### src/rtl/multiword_add_arbiter_pkg.sv
// Shared types and constants for the nibble-serial add arbiter.
// One 4-bit slice is reused across all nibbles of an operand.
package multiword_add_arbiter_pkg;

    localparam int NIB_W = 4;

    typedef enum logic [1:0] {
        IDLE = 2'd0,
        ADD  = 2'd1,
        DONE = 2'd2
    } state_t;

    typedef logic req_id_t;

endpackage

### src/rtl/multiword_add_arbiter_add_slice.sv
// Combinational 4-bit ripple-carry adder built from per-bit full adders.
// Each carry lives in its own generate scope so there is no self-feeding vector.
module add_slice
    import multiword_add_arbiter_pkg::*;
(
    input  logic [NIB_W-1:0] A,
    input  logic [NIB_W-1:0] B,
    input  logic             Cin,
    output logic [NIB_W-1:0] Sum,
    output logic             Cout
);

    for (genvar i = 0; i < NIB_W; i++) begin : g_fa
        logic ci;
        logic co;
        if (i == 0) begin : g_first
            assign ci = Cin;
        end else begin : g_chain
            assign ci = g_fa[i-1].co;
        end
        assign Sum[i] = A[i] ^ B[i] ^ ci;
        assign co     = (A[i] & B[i]) | (ci & (A[i] ^ B[i]));
    end

    assign Cout = g_fa[NIB_W-1].co;

endmodule

### src/rtl/multiword_add_arbiter.sv
// Two-requester arbiter feeding one shared nibble adder; wide sums are built
// LSB nibble first over WORDS cycles and returned on a valid/ready channel.
module multiword_add_arbiter
    import multiword_add_arbiter_pkg::*;
#(
    parameter int WORDS = 4
) (
    input  logic                   clk,
    input  logic                   rst,
    input  logic                   req0_valid,
    output logic                   req0_ready,
    input  logic [NIB_W*WORDS-1:0] req0_a,
    input  logic [NIB_W*WORDS-1:0] req0_b,
    input  logic                   req0_cin,
    input  logic                   req1_valid,
    output logic                   req1_ready,
    input  logic [NIB_W*WORDS-1:0] req1_a,
    input  logic [NIB_W*WORDS-1:0] req1_b,
    input  logic                   req1_cin,
    output logic                   rsp_valid,
    input  logic                   rsp_ready,
    output logic [NIB_W*WORDS-1:0] rsp_sum,
    output logic                   rsp_cout,
    output logic                   rsp_id
);

    localparam int W  = NIB_W * WORDS;
    localparam int KW = (WORDS > 1) ? $clog2(WORDS) : 1;
    localparam logic [KW-1:0] K_LAST = KW'(WORDS - 1);

    state_t     state_q, state_d;
    req_id_t    prio_q, prio_d;
    req_id_t    id_q, id_d;
    logic [KW-1:0] k_q, k_d;
    logic       carry_q, carry_d;
    logic       cout_q, cout_d;
    logic [W-1:0] a_q, a_d;
    logic [W-1:0] b_q, b_d;
    logic [W-1:0] sum_q, sum_d;

    logic       gnt1;
    logic       accept;
    logic [NIB_W-1:0] slice_s;
    logic       slice_c;

    // Operands shift right each ADD cycle so the slice always sees the low nibble.
    add_slice u_add_slice (
        .A    (a_q[NIB_W-1:0]),
        .B    (b_q[NIB_W-1:0]),
        .Cin  (carry_q),
        .Sum  (slice_s),
        .Cout (slice_c)
    );

    always_ff @(posedge clk) begin
        if (rst) begin
            state_q <= IDLE;
            prio_q  <= 1'b0;
            id_q    <= 1'b0;
            k_q     <= '0;
            carry_q <= 1'b0;
            cout_q  <= 1'b0;
            a_q     <= '0;
            b_q     <= '0;
            sum_q   <= '0;
        end else begin
            state_q <= state_d;
            prio_q  <= prio_d;
            id_q    <= id_d;
            k_q     <= k_d;
            carry_q <= carry_d;
            cout_q  <= cout_d;
            a_q     <= a_d;
            b_q     <= b_d;
            sum_q   <= sum_d;
        end
    end

    always_comb begin
        state_d = state_q;
        unique case (state_q)
            IDLE:    if (accept) state_d = ADD;
            ADD:     if (k_q == K_LAST) state_d = DONE;
            DONE:    if (rsp_ready) state_d = IDLE;
            default: state_d = IDLE;
        endcase
    end

    // Requester 1 wins only when alone or when it holds priority.
    always_comb begin
        gnt1       = req1_valid & (~req0_valid | prio_q);
        req1_ready = (state_q == IDLE) & ~rst & gnt1;
        req0_ready = (state_q == IDLE) & ~rst & req0_valid & ~gnt1;
        accept     = req0_ready | req1_ready;
        rsp_valid  = (state_q == DONE);
        rsp_sum    = sum_q;
        rsp_cout   = cout_q;
        rsp_id     = id_q;
    end

    always_comb begin
        prio_d  = prio_q;
        id_d    = id_q;
        k_d     = k_q;
        carry_d = carry_q;
        cout_d  = cout_q;
        a_d     = a_q;
        b_d     = b_q;
        sum_d   = sum_q;
        if (accept) begin
            id_d    = req1_ready;
            prio_d  = ~req1_ready;
            a_d     = req1_ready ? req1_a : req0_a;
            b_d     = req1_ready ? req1_b : req0_b;
            carry_d = req1_ready ? req1_cin : req0_cin;
            k_d     = '0;
        end else if (state_q == ADD) begin
            a_d     = a_q >> NIB_W;
            b_d     = b_q >> NIB_W;
            sum_d[NIB_W*int'(k_q) +: NIB_W] = slice_s;
            carry_d = slice_c;
            k_d     = k_q + KW'(1);
            if (k_q == K_LAST) cout_d = slice_c;
        end
    end

endmodule

### config.mk
export PLATFORM = sky130hd
export DESIGN_NAME = multiword_add_arbiter
export DESIGN_NICKNAME = d
export VERILOG_FILES = /design/src/rtl/multiword_add_arbiter_pkg.sv /design/src/rtl/multiword_add_arbiter_add_slice.sv /design/src/rtl/multiword_add_arbiter.sv
export SDC_FILE = /design/constraint.sdc
export NUM_CORES = 1
export LEC_CHECK = 0
export CORE_MARGIN = 5
export CORE_UTILIZATION = 41
export CTS_CLUSTER_SIZE = 20
export DETAILED_ROUTE_END_ITERATION = 8
export PLACE_DENSITY_LB_ADDON = 0.3
export SLEW_MARGIN = 0
export SYNTH_ARGS = -nofsm -noshare
export SYNTH_HDL_FRONTEND = slang
export SYNTH_SLANG_ARGS = --single-unit
### constraint.sdc
create_clock -name clk -period 2.2 [get_ports clk]
set_input_delay 0.66 -clock clk [delete_from_list [all_inputs] [get_ports clk]]
set_output_delay 0.66 -clock clk [all_outputs]
set_load 0.03 [all_outputs]
Word level (Yosys, flattened, before mapping):

Cells that the tools add are included.

* bitwise logic cells: 32
* eq/ne operators: 6
* $add $sub $neg: 2
* reduce and logical (&&, ||, !) cells: 6
* shift-type cells: 2
* multiplexer cells: 14

Operators with widths (number)
* 16-bit 2-to-1 mux: 6
* 4-bit negator with 33-bit output: 1
* 4-bit by 33-bit variable shift with 16-bit output, first input constant: 1
* 4-bit by 33-bit variable part select with 16-bit output: 1
* 16-bit bitwise mux: 1
* 1-bit AND: 13
* 1-bit bitwise XOR: 8
* 2-bit 2-to-1 mux: 3
* 1-bit bitwise OR: 6
* 2-bit one-hot mux with 3 select lines: 1
* 3-bit AND reduction: 2
* 1-bit inverter: 5
* 2-bit == test, second input constant: 2
* 2-bit inequality test, second input constant: 2
* 1-bit 2-to-1 mux: 3
* 2-bit by 1-bit adder with 2-bit output, second input constant: 1
* 2-bit by 1-bit == test with 1-bit output, second input constant: 1
* 2-bit zero test: 1
* 2-bit by 1-bit inequality test with 1-bit output, second input constant: 1
* 2-bit AND reduction: 1
* 2-bit nonzero test: 1
* 2-bit OR reduction: 1

* output and inout port bits: 21
* logic and storage cells: 71
* input port bits: 71
* register bits: 56

Logic depth before layout (Yosys ltp):

Gate-level depths: netlist (run 1).

* depth in word-level cells: 11
* mapped depth: 8
* gate-level depth less buffers: 8

Hierarchy:

Synthesis (run 1) repeated with hierarchy kept, for this count alone.

* cells, all modules: 292
* area total of the unflattened synthesis: 2832.7 sq um

By module, submodules not included
* multiword_add_arbiter: seq. area each 1121.1 sq um, area an instance 2715.1 sq um, cells each 278, times used 1
* add_slice: seq. area each 0.0 sq um, area an instance 117.6 sq um, cells each 14, times used 1

Worst setup path before layout (run 1):

OpenSTA, ideal clock, no wires.

* kind: input-to-output
* start: in req0_valid
* end: out req1_ready
* stages on the path: 5
* setup slack: -261 ps
* data arrival time: 1801 ps
* data required time: 1540 ps
* path buffers: 2
* cells stage by stage: inv_1 > o21ai_0 > buf_2 > buf_4 > nor3_1

* cells in the longest elaborated chain, start to end: 4

RTL lines
* start: declaration: RTL line multiword_add_arbiter.sv:10 `input logic req0_valid,`
* 1-bit inverter: RTL line multiword_add_arbiter.sv:91 `gnt1 = req1_valid & (~req0_valid | prio_q);`
* 1-bit bitwise OR: RTL line multiword_add_arbiter.sv:91
* 1-bit AND: RTL line multiword_add_arbiter.sv:91
* 1-bit AND: RTL line multiword_add_arbiter.sv:92 `req1_ready = (state_q == IDLE) & ~rst & gnt1;`
* end: declaration: RTL line multiword_add_arbiter.sv:16 `output logic req1_ready,`

Every way passes these cells.

Worst setup path in the final report (run 1):

* start: reg carry_q
* end: reg sum_q[3], in the netlist rsp_sum[3]

* cells in the longest elaborated chain, start to end: 9
* elaborated cells between the ends (all ways): 12
* classes of those cells: shift: 1; mux: 1; bitwise: 10

RTL lines
* start: declaration: RTL line multiword_add_arbiter.sv:35 `logic carry_q, carry_d;`
* start signal: assignment: RTL line multiword_add_arbiter.sv:71 `carry_q <= carry_d;`
* 1-bit AND: RTL line multiword_add_arbiter_add_slice.sv:22 `assign co = (A[i] & B[i]) | (ci & (A[i] ^ B[i]));`
* 1-bit bitwise OR: RTL line multiword_add_arbiter_add_slice.sv:22
* 1-bit AND: RTL line multiword_add_arbiter_add_slice.sv:22
* 1-bit bitwise OR: RTL line multiword_add_arbiter_add_slice.sv:22
* 1-bit AND: RTL line multiword_add_arbiter_add_slice.sv:22
* 1-bit bitwise OR: RTL line multiword_add_arbiter_add_slice.sv:22
* 1-bit bitwise XOR: RTL line multiword_add_arbiter_add_slice.sv:21 `assign Sum[i] = A[i] ^ B[i] ^ ci;`
* 4-bit by 33-bit variable part select with 16-bit output *: RTL line multiword_add_arbiter.sv:120 `sum_d[NIB_W*int'(k_q) +: NIB_W] = slice_s;`
* 16-bit bitwise mux *: RTL line multiword_add_arbiter.sv:120
* end signal: assignment: RTL line multiword_add_arbiter.sv:75 `sum_q <= sum_d;`
* end: declaration: RTL line multiword_add_arbiter.sv:39 `logic [W-1:0] sum_q, sum_d;`

Mark *: on every way between the ends. The rest lies on a longest branch, timed or not.
A chain may end at the register's enable or synchronous reset.

==> results.yml, run 1 <==
yosys:
  synth_seq_area_share_pct: 42.9
  async_reset_ff_share_pct: 0
  synth_xor_area_share_pct: 0
  synth_cells: 274
  synth_compound_area_share_pct: 20.4
  synth_top_family_by_area: "compound AO/OA/AOI/OAI gates"
  synth.avg_cell_area_sq_um: 9.55
  synth_edf_count: 0
  post_synth_and_or_nand_nor_area_fraction_pct: 13.1
  synth-seq-cells: 56
  syn-num-nets: 355
  synth_warnings: 0
  yosys.cell_types.count: 35
  synth_ff_type: "dfxtp_1"
  synthMuxAreaShare_pct: 12.7
  synth_area_sq_um: 2620
  synthAdderAreaFrac_pct: 5.93
floorplanning:
  die_w_um: 89.9
  rows: 29
  initial_core_util_pct: 41.7
  ios: 92
  die_h_um: 89.9
  coreArea_sq_um: 6280
  die_area_sq_um: 8080
critical_path:
  crit_path_max_incr_delay_ns: 0.49
  start_kind: "flop"
  crit_chain: "inv_2 > fa_2 > fa_2 > inv_2 > fa_2 > fa_2 > a22oi_2 > nor2_1"
  worst-path-max-fanout: 4
  cp-end-kind: "flop"
  crit_top_cell: "fa_2"
  critical_path_required_ns: 2.39
  cpMaxStageDelayCell: "fa_2"
  arrival_ns: 2.39
  critPathTopFamily: "adder cells"
  path_buf_inv: 2
  critical_path_class: "reg2reg"
grt:
  grt_first_pass_wirelength_mm: 10.9
  grt.overflow.total: 0
  track_usage_pct: 16.3
  antenna_found_initial: 0
  grt_max_degree: 33
  grt_pass1_vias: 2366
timing:
  post-route-period-util_pct: 100
  max-slew-margin-rel_pct: 68.5
  layout_setup_ws_ns: -0.000607
  finalCriticalPeriod_ns: 2.20
  achievable-frequency_ghz: 0.454
  skew_ns: 0.00601
  slew_violations: 0
  hold_viol_final: 0
  setup_violations: 1
  rsz0062_at_grt: "yes"
  worst_pin_slew_ns: 0.468
clocking:
  path_clk_slew_ns: 0.10
  htree_levels: 2
  clockBufferDepth: 2
  clock_latency_ns: 0.30
  clock-sinks: 56
  numCtsBuffers: 5
  cts-root-buf: "clkbuf_8"
  hold_buffers: 0
  post-cts-setup-buffers: 0
  cts_tree: "yes"
routing:
  viasPerCell: 5.36
  vias: 2384
  ant_nets: 0
  wire_per_inst_um: 15.0
  wl_mm: 6.66
  post-route-drc-count: 0
  drt_iter0_markers: 71
  dr.pass1.iters: 4
pwr:
  vdd_drop_max_mv: 0.323
  power_density_nw_per_um2: 612
  leakage_nw: 1.54
layout:
  nNetsFinal: 449
  fin_util_pct: 61.2
  drive_above_1_share_pct: 12.8
  diodes: 0
  syn_to_final_growth_pct: 46.8
  fin_cells: 445
placement:
  io_buffer_count: 91
  pre_cts_ws_ns: -0.150
  finalWeightedCongestion: 0.772
  dp_hpwl_mm: 5.05
  dp_cells: 438
run_status:
  violations: "setup timing"
  outcome: "finished with violations"
run:
  maxCapViolations: 0
hold_path:
  hold_path.class: "reg2reg"
## state kept, by name (all words and copies together), names as in the netlist
| register | count |
|---|---|
| rsp_sum | 16 |
| rsp_cout | 1 |
| prio_q | 1 |
| b_q | 16 |
| state_q | 2 |
| a_q | 16 |
| carry_q | 1 |
| rsp_id | 1 |
| k_q | 2 |
## cell usage after synthesis (2+ instances only)
library cell / count / area [sq um]
a211oi_1: 3 / 22.5
and2b_2: 2 / 17.5
clkbuf_1: 5 / 18.8
nand3_1: 2 / 10.0
inv_1: 9 / 33.8
dfxtp_1: 56 / 1120
a2bb2oi_1: 9 / 78.8
nor2_1: 26 / 97.6
a22oi_1: 25 / 188
buf_4: 5 / 37.5
o221ai_1: 8 / 70.1
fa_1: 4 / 80.1
nor3_1: 2 / 10.0
ha_1: 6 / 75.1
a21oi_1: 3 / 15.0
or2_2: 2 / 12.5
o21ai_1: 3 / 15.0
buf_2: 6 / 30.0
o21ai_0: 23 / 115
mux2i_1: 32 / 320
nand2b_1: 6 / 37.5
nand2_1: 24 / 90.1
## layout by cell type (no fill, tap or decap), types with 3 or more instances in the layout
| master | Yosys | layout |
|---|---|---|
| dfxtp_1 | 56 | 55 |
| a2bb2oi_1 | 9 | 9 |
| buf_4 | 5 | 12 |
| inv_1 | 9 | 7 |
| a21oi_1 | 3 | 3 |
| nand2_1 | 24 | 23 |
| ha_1 | 6 | 6 |
| o21ai_0 | 23 | 22 |
| nand2b_1 | 6 | 6 |
| a22oi_1 | 25 | 21 |
| nor2_1 | 26 | 26 |
| mux2i_1 | 32 | 32 |
| o221ai_1 | 8 | 8 |
| clkbuf_8 | 0 | 5 |
| clkdlybuf4s50_1 | 0 | 86 |
| a22oi_2 | 0 | 4 |
| fa_2 | 0 | 4 |
| dlygate4sd2_1 | 0 | 3 |
| buf_12 | 0 | 3 |
## routing by layer
metal	up-vias	GRT usage, %	routed length, um
met3	8	6.26	577
met5	-	0	0
li1	1182	-	-
met1	1113	18.7	2650
met4	0	5.09	98
met2	81	27.8	3330
## final timing paths
kind | end | cells past startpoint | start | slack (ns)
worst max-delay path | rsp_sum[3] | 8 | carry_q | -0.0006
worst min-delay path | rsp_cout | 2 | rsp_cout | 0.47
worst max register to register | rsp_sum[3] | 8 | carry_q | -0.0006
worst min register to register | rsp_cout | 2 | rsp_cout | 0.47
## logic make-up after synthesis
| kind of cell | Yosys count |
|---|---|
| and+or+nand+nor | 72 |
| adders and majority gates | 10 |
| DFF | 56 |
| buffers and inverters | 26 |
| muxes | 33 |
| AOI/OAI and AO/OA | 77 |
## where the power goes
group	internal [mW]	switching [mW]	total (mW)	leakage (nW)
registers	1.07	0.0376	1.11	0.458
logic	0.268	0.203	0.470	1.02
clock network	0.448	0.321	0.769	0.0642
## worst min-delay path, stage by stage, from the launching register on
cell and delay (ns):
dfxtp_1 0.32, nand2_1 0.05, a21oi_1 0.05
## metrics by stage
stage / hold WS [ns] / TNS, ns / total power [mW] / cell area (sq um)
after global placement: 0.437 / -0.357 / 1.58 / 3680
final: 0.467 / -0.000607 / 2.35 / 3840
after global routing: 0.482 / -0.264 / 2.45 / 3840
after detailed placement: 0.447 / -1.37 / 1.59 / 3680
after CTS: 0.471 / -0.0360 / 2.37 / 3830
after floorplan: 0.425 / -0.00566 / 1.37 / 2630
## repair_timing
item,CTS,global route
setup endpoints to repair,7,4
pin swaps,2,4
gates resized for setup,13,2
## layout make-up
type / instances / area, sq um
Clock buffer: 5 / 68.8
Clock inverter: 2 / 60.1
Fill cell: 557 / 2440
Inverter: 9 / 33.8
Multi-Input combinational cell: 192 / 1420
Sequential cell: 56 / 1120
Tap cell: 77 / 96.3
Timing Repair Buffer: 104 / 1040
Note: power is estimated with default switching activity, not from simulation.
==> inputs of run 2 (changes only) <==
--- a/config.mk
+++ b/config.mk
@@ -5,11 +5,12 @@
 export SDC_FILE = /design/constraint.sdc
 export NUM_CORES = 1
 export LEC_CHECK = 0
+export CORE_ASPECT_RATIO = 0.9
 export CORE_MARGIN = 5
 export CORE_UTILIZATION = 41
 export CTS_CLUSTER_SIZE = 20
 export DETAILED_ROUTE_END_ITERATION = 8
-export PLACE_DENSITY_LB_ADDON = 0.3
+export PLACE_DENSITY = 0.82
 export SLEW_MARGIN = 0
 export SYNTH_ARGS = -nofsm -noshare
 export SYNTH_HDL_FRONTEND = slang
==> run 2 against run 1 <==
Effect of this change:
- the flow still finishes with violations (setup timing)
- clock power shrank 28%
- first-iteration DRC count shrank 8.5%
- register-to-register slack is essentially flat
- utilization grew 0.94 points
- flip-flop and latch count is the same
- critical path type unchanged
==> results.yml, run 2 (same netlist as run 1, synthesis figures left out) <==
floorplanning:
  die_area_sq_um: 8080
  initial_core_util_pct: 42.6
  die_h_um: 85.8
  rows: 27
  die_w_um: 94.2
  coreArea_sq_um: 6150
  ios: 92
critical_path:
  cpMaxStageDelayCell: "fa_2"
  crit_top_cell: "fa_2"
  crit_chain: "inv_2 > fa_2 > fa_2 > inv_2 > fa_2 > fa_2 > a22oi_2 > nor2_1"
  arrival_ns: 2.39
  start_kind: "flop"
  critical_path_class: "reg2reg"
  worst-path-max-fanout: 4
  crit_path_max_incr_delay_ns: 0.49
  cp-end-kind: "flop"
  critical_path_required_ns: 2.39
clocking:
  path_clk_slew_ns: 0.10
  clockBufferDepth: 2
  htree_levels: 2
  hold_buffers: 0
  clock_latency_ns: 0.30
  clock-sinks: 56
  cts-root-buf: "clkbuf_8"
  numCtsBuffers: 5
  cts_tree: "yes"
routing:
  m1WireLength_mm: 2.72
  highest_layer: "met4"
  dr.pass1.iters: 4
  vias: 2336
  wire_per_inst_um: 14.0
  drt_iter0_markers: 65
  ant_nets: 0
  viasPerCell: 5.11
  post-route-drc-count: 0
  dr_wl_met3_um: 463
  wl_met2_mm: 3.15
  wl_mm: 6.38
layout:
  drive_above_1_share_pct: 13.5
  fin_cells: 457
  seq_area_sq_um: 1120
  nFillCells: 532
  fin_util_pct: 62.1
  layout_common_cells: "clkdlybuf4s50_1, dfxtp_1, mux2i_1"
  multi_input_area_sq_um: 1410
  nNetsFinal: 450
  syn_to_final_growth_pct: 46.0
  mostFrequentLayoutCell: "clkdlybuf4s50_1"
  diodes: 0
  stdcell_area_sq_um: 3820
timing:
  rsz0062_at_grt: "yes"
  skew_ns: 0.00752
  hold_slack_ns: 0.463
  hold_viol_final: 0
  worst_pin_slew_ns: 0.448
  setup_tns_ns: -0.00389
  finalCriticalPeriod_ns: 2.20
  layout_setup_ws_ns: -0.00389
  max-slew-margin-rel_pct: 69.9
  achievable-frequency_ghz: 0.454
  slew_violations: 0
  setup_violations: 1
  post-route-period-util_pct: 100
placement:
  io_buffer_count: 91
  finalWeightedCongestion: 0.831
  dpl_cell_area_sq_um: 3690
  pre_cts_ws_ns: -0.113
  dp_cells: 448
  dp_hpwl_mm: 5.06
run_status:
  outcome: "finished with violations"
  violations: "setup timing"
hold_path:
  hold_path.class: "reg2reg"
pwr:
  vdd_drop_max_mv: 0.311
  p_total_mw: 2.13
  power_density_nw_per_um2: 557
  leakage_nw: 1.52
run:
  maxCapViolations: 0
grt:
  grt.overflow.total: 0
  grt_max_degree: 30
  track_usage_pct: 16.4
  grt_pass1_vias: 2335
  grt_first_pass_wirelength_mm: 10.6
  antenna_found_initial: 0
==> run 2: worst max-delay path: cells and delay by family, from the launching register on <==
kind,cells,cell delay (ns)
buffers and inverters,2,0.11
AOI/OAI and AO/OA,1,0.17
and+or+nand+nor,1,0.05
DFF,1,0.35
adders and majority gates,4,1.40
==> run 2: path summary, 6_finish.rpt <==
| path | cells after the start | start | to | slack (ns) |
|---|---|---|---|---|
| worst max register to register | 8 | b_q[0] | rsp_sum[3] | -0.004 |
| worst min register to register | 2 | b_q[13] | b_q[13] | 0.46 |
| worst max-delay path | 8 | b_q[0] | rsp_sum[3] | -0.004 |
| worst min-delay path | 2 | b_q[13] | b_q[13] | 0.46 |
==> run 2: repair_timing <==
action,CTS,global route
pin swaps,6,3
setup endpoints to repair,7,5
buffers inserted,1,0
resized for setup,13,3
==> run 2: area by class of cell <==
| cell class | instances | share of cell area (%) |
|---|---|---|
| Multi-Input combinational cell | 192 | 37.0 |
| Timing Repair Buffer | 105 | 27.4 |
| Clock buffer | 5 | 1.80 |
| Tap cell | 87 | 2.85 |
| Sequential cell | 56 | 29.5 |
| Clock inverter | 3 | 0.623 |
| Inverter | 9 | 0.885 |
==> run 2: layer usage <==
layer  vias to the layer above  global-route usage (%)
met5                         -                       0
met4                         0                    5.25
met3                         2                    4.91
met2                        78                    28.1
met1                      1075                    19.5
li1                       1181                       -
==> run 2: report_power, final <==
group | internal, mW | switching (mW) | leakage, nW
clock network | 0.226 | 0.324 | 0.0404
logic | 0.268 | 0.201 | 1.02
registers | 1.07 | 0.0372 | 0.459
total | 1.57 | 0.562 | 1.52
